==> src/rtl/bus_halt_ctrl.sv <==
// rtl/bus_halt_ctrl.sv - per-channel CPU halt/stall controller with wait states and busy watchdog
//
// Decodes each CPU access (rd_i|we_i) against NUM_CH address windows and stalls the
// CPU via halt_o for the channel's fixed wait states. When the channel has busy_en_i set,
// the halt is then stretched while module_busy_i is high. A watchdog bounds that stretch.
// ext_halt_i is OR'ed straight into halt_o and never touches the FSM.
//
// Ports:
//   clk_i            clock, rising edge
//   reset_ni         synchronous active-low reset
//   address_i        CPU bus address, valid with rd_i/we_i
//   rd_i, we_i       one-cycle access strobes
//   busy_en_i        per-channel enable for busy stretching
//   module_busy_i    per-channel busy from the slave modules
//   ext_halt_i       external halt request
//   clear_flags_i    clears timeout_flags_o
//   halt_o           to the CPU halt input
//   active_ch_o      channel owning the current stall, 0 when idle
//   timeout_o        one-cycle pulse on watchdog expiry
//   timeout_flags_o  sticky per-channel timeout flags

module bus_halt_ctrl #(
  parameter int                       NUM_CH  = 4,
  parameter int                       ADDR_W  = 32,
  parameter logic [NUM_CH*ADDR_W-1:0] CH_BASE = '0,
  parameter logic [NUM_CH*ADDR_W-1:0] CH_MASK = '0,
  parameter logic [NUM_CH*4-1:0]      CH_WS   = '0,
  parameter int                       TIMEOUT = 255,
  parameter int                       TO_W    = $clog2(TIMEOUT+1)
) (
  input  logic              clk_i,
  input  logic              reset_ni,
  input  logic [ADDR_W-1:0] address_i,
  input  logic              rd_i,
  input  logic              we_i,
  input  logic [NUM_CH-1:0] busy_en_i,
  input  logic [NUM_CH-1:0] module_busy_i,
  input  logic              ext_halt_i,
  input  logic              clear_flags_i,
  output logic              halt_o,
  output logic [3:0]        active_ch_o,
  output logic              timeout_o,
  output logic [NUM_CH-1:0] timeout_flags_o
);

  typedef enum logic [1:0] {
    ST_IDLE,
    ST_WAIT,
    ST_BUSY
  } state_t;

  state_t          state;
  logic [3:0]      ws_cnt;
  logic [TO_W-1:0] to_cnt;

  // Decode of the current access; the winning channel's parameters are
  // captured inside the loop so no variable-width part-select is needed.
  logic       hit_any;
  logic [3:0] hit_ch;
  logic [3:0] hit_ws;
  logic       hit_busy_en;
  logic       access;
  logic       stall_hit;

  // Inputs of the channel currently latched in active_ch_o.
  logic              act_busy_en;
  logic              act_busy;
  logic [NUM_CH-1:0] act_onehot;

  logic busy_grace;
  logic expire;

  assign access = rd_i | we_i;

  // Scan from the top so the lowest-index hit is the last to write.
  always_comb begin
    hit_any     = 1'b0;
    hit_ch      = 4'd0;
    hit_ws      = 4'd0;
    hit_busy_en = 1'b0;
    for (int c = NUM_CH - 1; c >= 0; c--) begin
      if ((address_i & CH_MASK[c*ADDR_W +: ADDR_W]) ==
          (CH_BASE[c*ADDR_W +: ADDR_W] & CH_MASK[c*ADDR_W +: ADDR_W])) begin
        hit_any     = 1'b1;
        hit_ch      = 4'(c);
        hit_ws      = CH_WS[c*4 +: 4];
        hit_busy_en = busy_en_i[c];
      end
    end
  end

  // Only the winning channel is considered; a non-stalling winner means no action.
  assign stall_hit = access & hit_any & ((hit_ws != 4'd0) | hit_busy_en);

  always_comb begin
    act_busy_en = 1'b0;
    act_busy    = 1'b0;
    act_onehot  = '0;
    for (int c = 0; c < NUM_CH; c++) begin
      if (active_ch_o == 4'(c)) begin
        act_busy_en   = busy_en_i[c];
        act_busy      = module_busy_i[c];
        act_onehot[c] = 1'b1;
      end
    end
  end

  // to_cnt holds the 1-based index of the current BUSY cycle; cycle 1 is the
  // grace cycle in which module_busy_i is not looked at.
  assign busy_grace = (to_cnt == TO_W'(1));
  assign expire     = (state == ST_BUSY) & ~busy_grace & act_busy &
                      (to_cnt == TO_W'(TIMEOUT));

  // The access cycle itself must already halt the CPU, hence the combinational
  // stall_hit term. Reset masks everything except the external request.
  assign halt_o = ext_halt_i | (reset_ni & ((state != ST_IDLE) | stall_hit));

  always_ff @(posedge clk_i) begin
    if (!reset_ni) begin
      state           <= ST_IDLE;
      ws_cnt          <= 4'd0;
      to_cnt          <= '0;
      active_ch_o     <= 4'd0;
      timeout_o       <= 1'b0;
      timeout_flags_o <= '0;
    end else begin
      timeout_o <= 1'b0;

      // A timeout on a channel wins over a simultaneous clear of that channel.
      timeout_flags_o <= (clear_flags_i ? '0 : timeout_flags_o) |
                         (expire ? act_onehot : '0);

      case (state)
        ST_IDLE: begin
          if (stall_hit) begin
            active_ch_o <= hit_ch;
            if (hit_ws != 4'd0) begin
              state  <= ST_WAIT;
              // Counts down to 0 so WAIT lasts exactly hit_ws cycles.
              ws_cnt <= hit_ws - 4'd1;
            end else begin
              state  <= ST_BUSY;
              to_cnt <= TO_W'(1);
            end
          end
        end

        ST_WAIT: begin
          if (ws_cnt == 4'd0) begin
            if (act_busy_en) begin
              state  <= ST_BUSY;
              to_cnt <= TO_W'(1);
            end else begin
              state       <= ST_IDLE;
              active_ch_o <= 4'd0;
            end
          end else begin
            ws_cnt <= ws_cnt - 4'd1;
          end
        end

        ST_BUSY: begin
          if (busy_grace) begin
            to_cnt <= to_cnt + TO_W'(1);
          end else if (!act_busy) begin
            state       <= ST_IDLE;
            active_ch_o <= 4'd0;
            to_cnt      <= '0;
          end else if (expire) begin
            state       <= ST_IDLE;
            active_ch_o <= 4'd0;
            to_cnt      <= '0;
            timeout_o   <= 1'b1;
          end else begin
            to_cnt <= to_cnt + TO_W'(1);
          end
        end

        default: begin
          state       <= ST_IDLE;
          active_ch_o <= 4'd0;
          to_cnt      <= '0;
          ws_cnt      <= 4'd0;
        end
      endcase
    end
  end

endmodule

==> config.mk <==
export PLATFORM = sky130hd
export DESIGN_NAME = bus_halt_ctrl
export DESIGN_NICKNAME = d
export VERILOG_FILES = /design/src/rtl/bus_halt_ctrl.sv
export SDC_FILE = /design/constraint.sdc
export NUM_CORES = 1
export LEC_CHECK = 0
export BUFFER_PORTS_ARGS = -buffer_cell sky130_fd_sc_hd__buf_2
export CORE_MARGIN = 4
export CORE_UTILIZATION = 30
export DETAILED_ROUTE_END_ITERATION = 8
export GPL_TIMING_DRIVEN = 0
export PLACE_DENSITY = 0.71
export REMOVE_ABC_BUFFERS = 1
export SKIP_CTS_REPAIR_TIMING = 1
export SLEW_MARGIN = 0
export SYNTH_ARGS = -nofsm -noshare
export SYNTH_HDL_FRONTEND = slang
export SYNTH_SLANG_ARGS = --single-unit
==> constraint.sdc <==
create_clock -name clk_i -period 1.7 [get_ports clk_i]
set_input_delay 0.34 -clock clk_i [delete_from_list [all_inputs] [get_ports clk_i]]
set_output_delay 0.34 -clock clk_i [all_outputs]
set_load 0.01 [all_outputs]
==> impl_metrics.csv, run 1 <==
group,metric,value,unit
power,p_per_area,689,nW/um2
routing,drtPass1Iterations,4,
clock_tree,cts-htree-levels,1,
worst_setup_path,ff2ff_setup_slack,120,ps
routing,totalWireLength,1.47,mm
routing,wl_per_cell,12.0,um
grt,grt_pass1_vias,603,
routing,final_antenna_net_count,0,
routing,vias,634,
timing,slew_viol_final,0,
floorplanning,core-area,2020,um2
layout,drive_gt1_share,22.9,%
synthesis,ys.flop_type,"dfxtp_1",
synthesis,synth_edf_count,0,
layout,nets,145,
synthesis,ys_types,30,
routing,highest_layer,"met4",
layout,area_growth,17.4,%
floorplanning,die_h,55.0,um
floorplanning,fp.dieW,55.0,um
routing,wl_met1,605,um
grt,grt_max_degree,13,
synthesis,syn_inst,81,
routing,drtIter0Drc,21,
timing,timing.final.crit_share,93.0,%
worst_setup_path,worst_setup_path_end_kind,"flip-flop",
routing,dr_wl_met3,123,um
power,p_total,0.000536,W
power,p_leak,0.308,nW
timing,setup_viol,0,
clock_tree,cts.clk_slew.worst_paths,70,ps
synthesis,ys_warn_count,0,
grt,overflow,0,
routing,wl_met2,733,um
grt,grt_pass1_wl,2.48,mm
timing,finalClockSkew,3.03,ps
floorplanning,start_util,32.8,%
worst_setup_path,critical-path-top-delay-family,"simple AND/OR/NAND/NOR gates",
grt,antenna_found_initial,0,
power,peakVddDrop,288,uV
clock_tree,insertion_delay,270,ps
timing,fin_crit,1580,ps
synthesis,syn_avg_cell_area,8.19,um2
clock_tree,cts_root_buf,"clkbuf_4",
timing,timing_hold_violations_final,0,
worst_setup_path,start_kind,"flip-flop",
synthesis,yosysSeqAreaShare,33.2,%
timing,rsz0062_at_grt,"no",
routing,drc,0,
synthesis,async_reset_ff_share,0,%
worst_setup_path,cp_slowest_cell,"dfxtp_2",
clock_tree,clock-sinks,11,
worst_setup_path,required,1890,ps
floorplanning,ioPinCount,56,
place,place.gp.congestion,0.775,
synthesis,netlist_area,663,um2
clock_tree,numCtsBuffers,3,
synthesis,synth_seq_cells,11,
run_status,outcome,"complete, no violations",
place,hpwl,1.06,mm
worst_setup_path,path_cells,"ha_1 > nor4b_4 > a22o_2 > or3b_1 > a31oi_1",
worst_setup_path,cp_slowest_stage_delay,370,ps
worst_setup_path,cp_num_buf_inv,0,
layout,n_antenna_cell,0,
worst_setup_path,cp_max_fo,7,
hold_path,hp-class,"in2reg",
timing,final.setup.tns,0,ps
floorplanning,rows,16,
worst_setup_path,critPathArrivalTime,1770,ps
clock_tree,cts_tree,"built",
routing,via_per_inst,5.15,
place,portBuffers,10,
clock_tree,clk_path_buf_depth,2,
timing,fmax,0.633,GHz
grt,track_usage,11.0,%
floorplanning,die-area,3030,um2
worst_setup_path,path_class,"reg2reg",
job,cap_violations,0,
[report_power, final]
group / internal (W) / total, W / leakage (nW) / switching [W]
registers: 0.000264 / 0.000272 / 0.0899 / 0.00000757
clock network: 0.0000909 / 0.000181 / 0.0150 / 0.0000900
logic: 0.0000403 / 0.0000836 / 0.203 / 0.0000433
[layout make-up]
type                    instances  area, um2
well taps                      27       33.8
repair buffers                 14       80.1
multi-input cells              63        400
flip-flops and latches         11        223
inverters                       4       15.0
clock buffers                   4       26.3
fillers                       212       1240
[logic make-up after synthesis]
logic type / Yosys count / share of synthesized area, %
AOI/OAI and AO/OA: 17 / 17.0
other: 1 / 0.565
and+or+nand+nor: 37 / 33.4
DFF: 11 / 33.2
adders and majority gates: 2 / 3.77
buffers and inverters: 13 / 12.1
[stage by stage]
step                      instances  hold slack, ps  worst slack [ps]  cell area [um2]  util [%]
after CTS                       119             326             -47.7              731      36.1
after floorplan                  78             457               161              621         -
after global routing            123             334              4.66              778      38.5
after detailed placement        115             458             -26.4              704      34.8
final                           123             326               119              778      38.5
after global placement          115             457              60.5              704      34.8
[synth_stat cells, types with 2 or more instances]
master,number,area [um2]
a21oi_1,4,20.0
a31oi_1,5,31.3
and3_1,4,25.0
and4_1,2,17.5
buf_4,8,60.1
dfxtp_1,11,220
ha_1,2,25.0
inv_1,3,11.3
nand2_1,8,30.0
nand2b_1,2,12.5
nand3_1,4,20.0
nand3b_1,3,22.5
nand4_1,3,18.8
nor2_1,3,11.3
nor2b_1,2,12.5
nor3_1,2,10.0
o21ai_0,2,10.0
[layer usage]
metal / up-vias / track usage (%)
met2: 24 / 21.1
li1: 313 / -
met1: 295 / 12.3
met3: 2 / 1.61
met5: - / 0
met4: 0 / 3.64
[path summary, 6_finish.rpt]
path,from,endpoint,cells past startpoint
setup / recovery,to_cnt[0],to_cnt[5],5
hold / removal,reset_ni,state[1],2
setup reg to reg,to_cnt[0],to_cnt[5],5
hold reg to reg,timeout_flags_o[0],timeout_flags_o[0],2
[sequential cells by signal (all words and copies together) (netlist names)]
| name | flops |
|---|---|
| state | 1 |
| timeout_flags_o | 1 |
| timeout_o | 1 |
| to_cnt | 8 |
[layout by cell type, fill, tap and decap left out]
master     n
nor4b_4    1
o31a_1     1
o211ai_1   1
a41oi_1    1
and3_1     4
nand2_1    8
a21o_1     1
nand4b_1   1
dfxtp_2    2
nor2b_1    2
a22o_2     1
dfxtp_1    9
a21oi_1    4
nor4b_2    1
a311oi_1   1
ha_1       2
clkbuf_4   3
and4_1     2
inv_1      3
o21ai_0    2
or3b_1     1
clkinv_1   1
nand3_1    4
nor2_1     3
buf_2     10
clkbuf_1   1
nand4_1    3
buf_4      4
nand3b_1   3
a31oi_1    5
conb_1     7
nor3_1     2
nand2b_1   2
(Power assumes the default switching activity.)
==> run 2: changes to the inputs <==
- CTS_BUF_LIST: not set -> sky130_fd_sc_hd__clkbuf_8
==> run 2 against run 1 <==
  * Sequential power hardly changed
  * Combinational power is 3.2% higher
  * Setup slack better by 17 ps
  * Global-route usage is 0.22 points higher
  * First-iteration DRC count is 9.5% lower
  * Highest routed layer is now met3
  * Register-to-register slack better by 20 ps
==> impl_metrics.csv, run 2 (same netlist as run 1, synthesis figures left out) <==
group,metric,value,unit
run_status,outcome,"complete, no violations",
worst_setup_path,worst_setup_path_end_kind,"flip-flop",
routing,drtPass1Iterations,4,
floorplanning,rows,16,
timing,final.setup.tns,0,ps
timing,slew_viol_final,0,
worst_setup_path,path_class,"reg2reg",
routing,totalWireLength,1.54,mm
grt,overflow,0,
clock_tree,numCtsBuffers,3,
layout,largest_reg_flops,8,
clock_tree,cts_tree,"built",
timing,finalClockSkew,1.74,ps
worst_setup_path,reg2regPathDepth,4,
layout,top_register,"to_cnt",
routing,wl_per_cell,12.6,um
worst_setup_path,crit_cells,4,
worst_setup_path,critPathArrivalTime,1720,ps
layout,area_growth,22.5,%
layout,n_antenna_cell,0,
place,portBuffers,10,
floorplanning,start_util,32.8,%
power,p_leak,0.321,nW
power,p_per_area,758,nW/um2
power,power_switching,0.000150,W
power,power_frac_seq,44.6,%
worst_setup_path,cp_slowest_cell,"dfxtp_1",
routing,via_per_inst,5.26,
power,power_frac_clock,41.4,%
layout,mostFrequentLayoutCells,"buf_2 (10), dfxtp_1 (9), nand2_1 (8)",
worst_setup_path,path_cells,"nor4b_4 > a22o_2 > or3b_1 > a31oi_1",
worst_setup_path,cp_num_buf_inv,0,
floorplanning,fp.dieW,55.0,um
layout,nets,145,
grt,grt_pass1_vias,602,
grt,grt_max_degree,13,
routing,vias,647,
routing,drc,0,
worst_setup_path,critical-path-top-delay-family,"simple AND/OR/NAND/NOR gates",
worst_setup_path,required,1860,ps
floorplanning,core-area,2020,um2
timing,fmax,0.639,GHz
job,cap_violations,0,
grt,track_usage,11.3,%
layout,layout_commonest_cell,"buf_2",
layout,drive_gt1_share,25.0,%
floorplanning,die_h,55.0,um
place,place.gp.congestion,0.775,
clock_tree,cts_root_buf,"clkbuf_8",
clock_tree,cts.clk_slew.worst_paths,50,ps
place,hpwl,1.06,mm
timing,timing_hold_violations_final,0,
clock_tree,clk_path_buf_depth,2,
power,swShare,24.4,%
grt,grt_pass1_wl,2.48,mm
timing,timing.final.crit_share,92.0,%
hold_path,hold_path_depth,2,
power,p_comb_share,14.0,%
power,peakVddDrop,302,uV
clock_tree,cts-htree-levels,1,
timing,hold_ws,359,ps
grt,antenna_found_initial,0,
timing,fin_crit,1560,ps
routing,final_antenna_net_count,0,
clock_tree,insertion_delay,240,ps
worst_setup_path,cp_slowest_stage_delay,390,ps
hold_path,hp-class,"in2reg",
routing,drtIter0Drc,19,
floorplanning,ioPinCount,56,
worst_setup_path,cp_max_fo,8,
clock_tree,clock-sinks,11,
timing,setup_viol,0,
timing,rsz0062_at_grt,"no",
floorplanning,die-area,3030,um2
power,intPower,0.000465,W
worst_setup_path,start_kind,"flip-flop",
[run 2: cell count changes in the layout (fill, tap and decap cells not counted), sizes merged]
cell	before	now
clkbuf	4	3
inv	3	4
[run 2: final timing paths]
path                                         start                 end  slack, ps
worst max-delay path                     to_cnt[5]           to_cnt[5]        140
worst max register to register           to_cnt[5]           to_cnt[5]        140
worst min-delay path                      reset_ni            state[1]        360
worst min register to register  timeout_flags_o[0]  timeout_flags_o[0]        470
[run 2: layout make-up]
class | instances | area (um2)
flip-flops and latches | 11 | 225
inverters | 4 | 15.0
clock inverters | 1 | 3.75
clock buffers | 3 | 41.3
fillers | 212 | 1210
repair buffers | 14 | 80.1
multi-input cells | 63 | 413
well taps | 27 | 33.8
[run 2: through the flow]
| step | cell area, um2 | util [%] | total power [W] | cells | setup slack, ps |
|---|---|---|---|---|---|
| floorplan | 621 | - | 0.000321 | 78 | 161 |
| global placement | 704 | 34.8 | 0.000341 | 115 | 60.5 |
| detailed placement | 704 | 34.8 | 0.000344 | 115 | -26.4 |
| CTS | 749 | 37.1 | 0.000602 | 119 | -45.0 |
| global route | 812 | 40.2 | 0.000649 | 123 | 10.9 |
| finish | 812 | 40.2 | 0.000616 | 123 | 136 |
[run 2: power groups by stage]
| stage | logic, W | registers (W) | clock network, W |
|---|---|---|---|
| after CTS | 0.0000675 | 0.000272 | 0.000263 |
| final | 0.0000863 | 0.000274 | 0.000255 |
| after global routing | 0.0000959 | 0.000275 | 0.000278 |
| after detailed placement | 0.0000666 | 0.000277 | 0 |
| after floorplan | 0.0000462 | 0.000275 | 0 |
| after global placement | 0.0000642 | 0.000276 | 0 |
[run 2: routing by layer]
layer,GRT usage (%),up-vias,part of all wire [%]
met4,3.64,0,0
met5,0,-,0
met1,12.0,311,42
met3,2.41,0,8.7
li1,-,311,-
met2,21.7,25,50
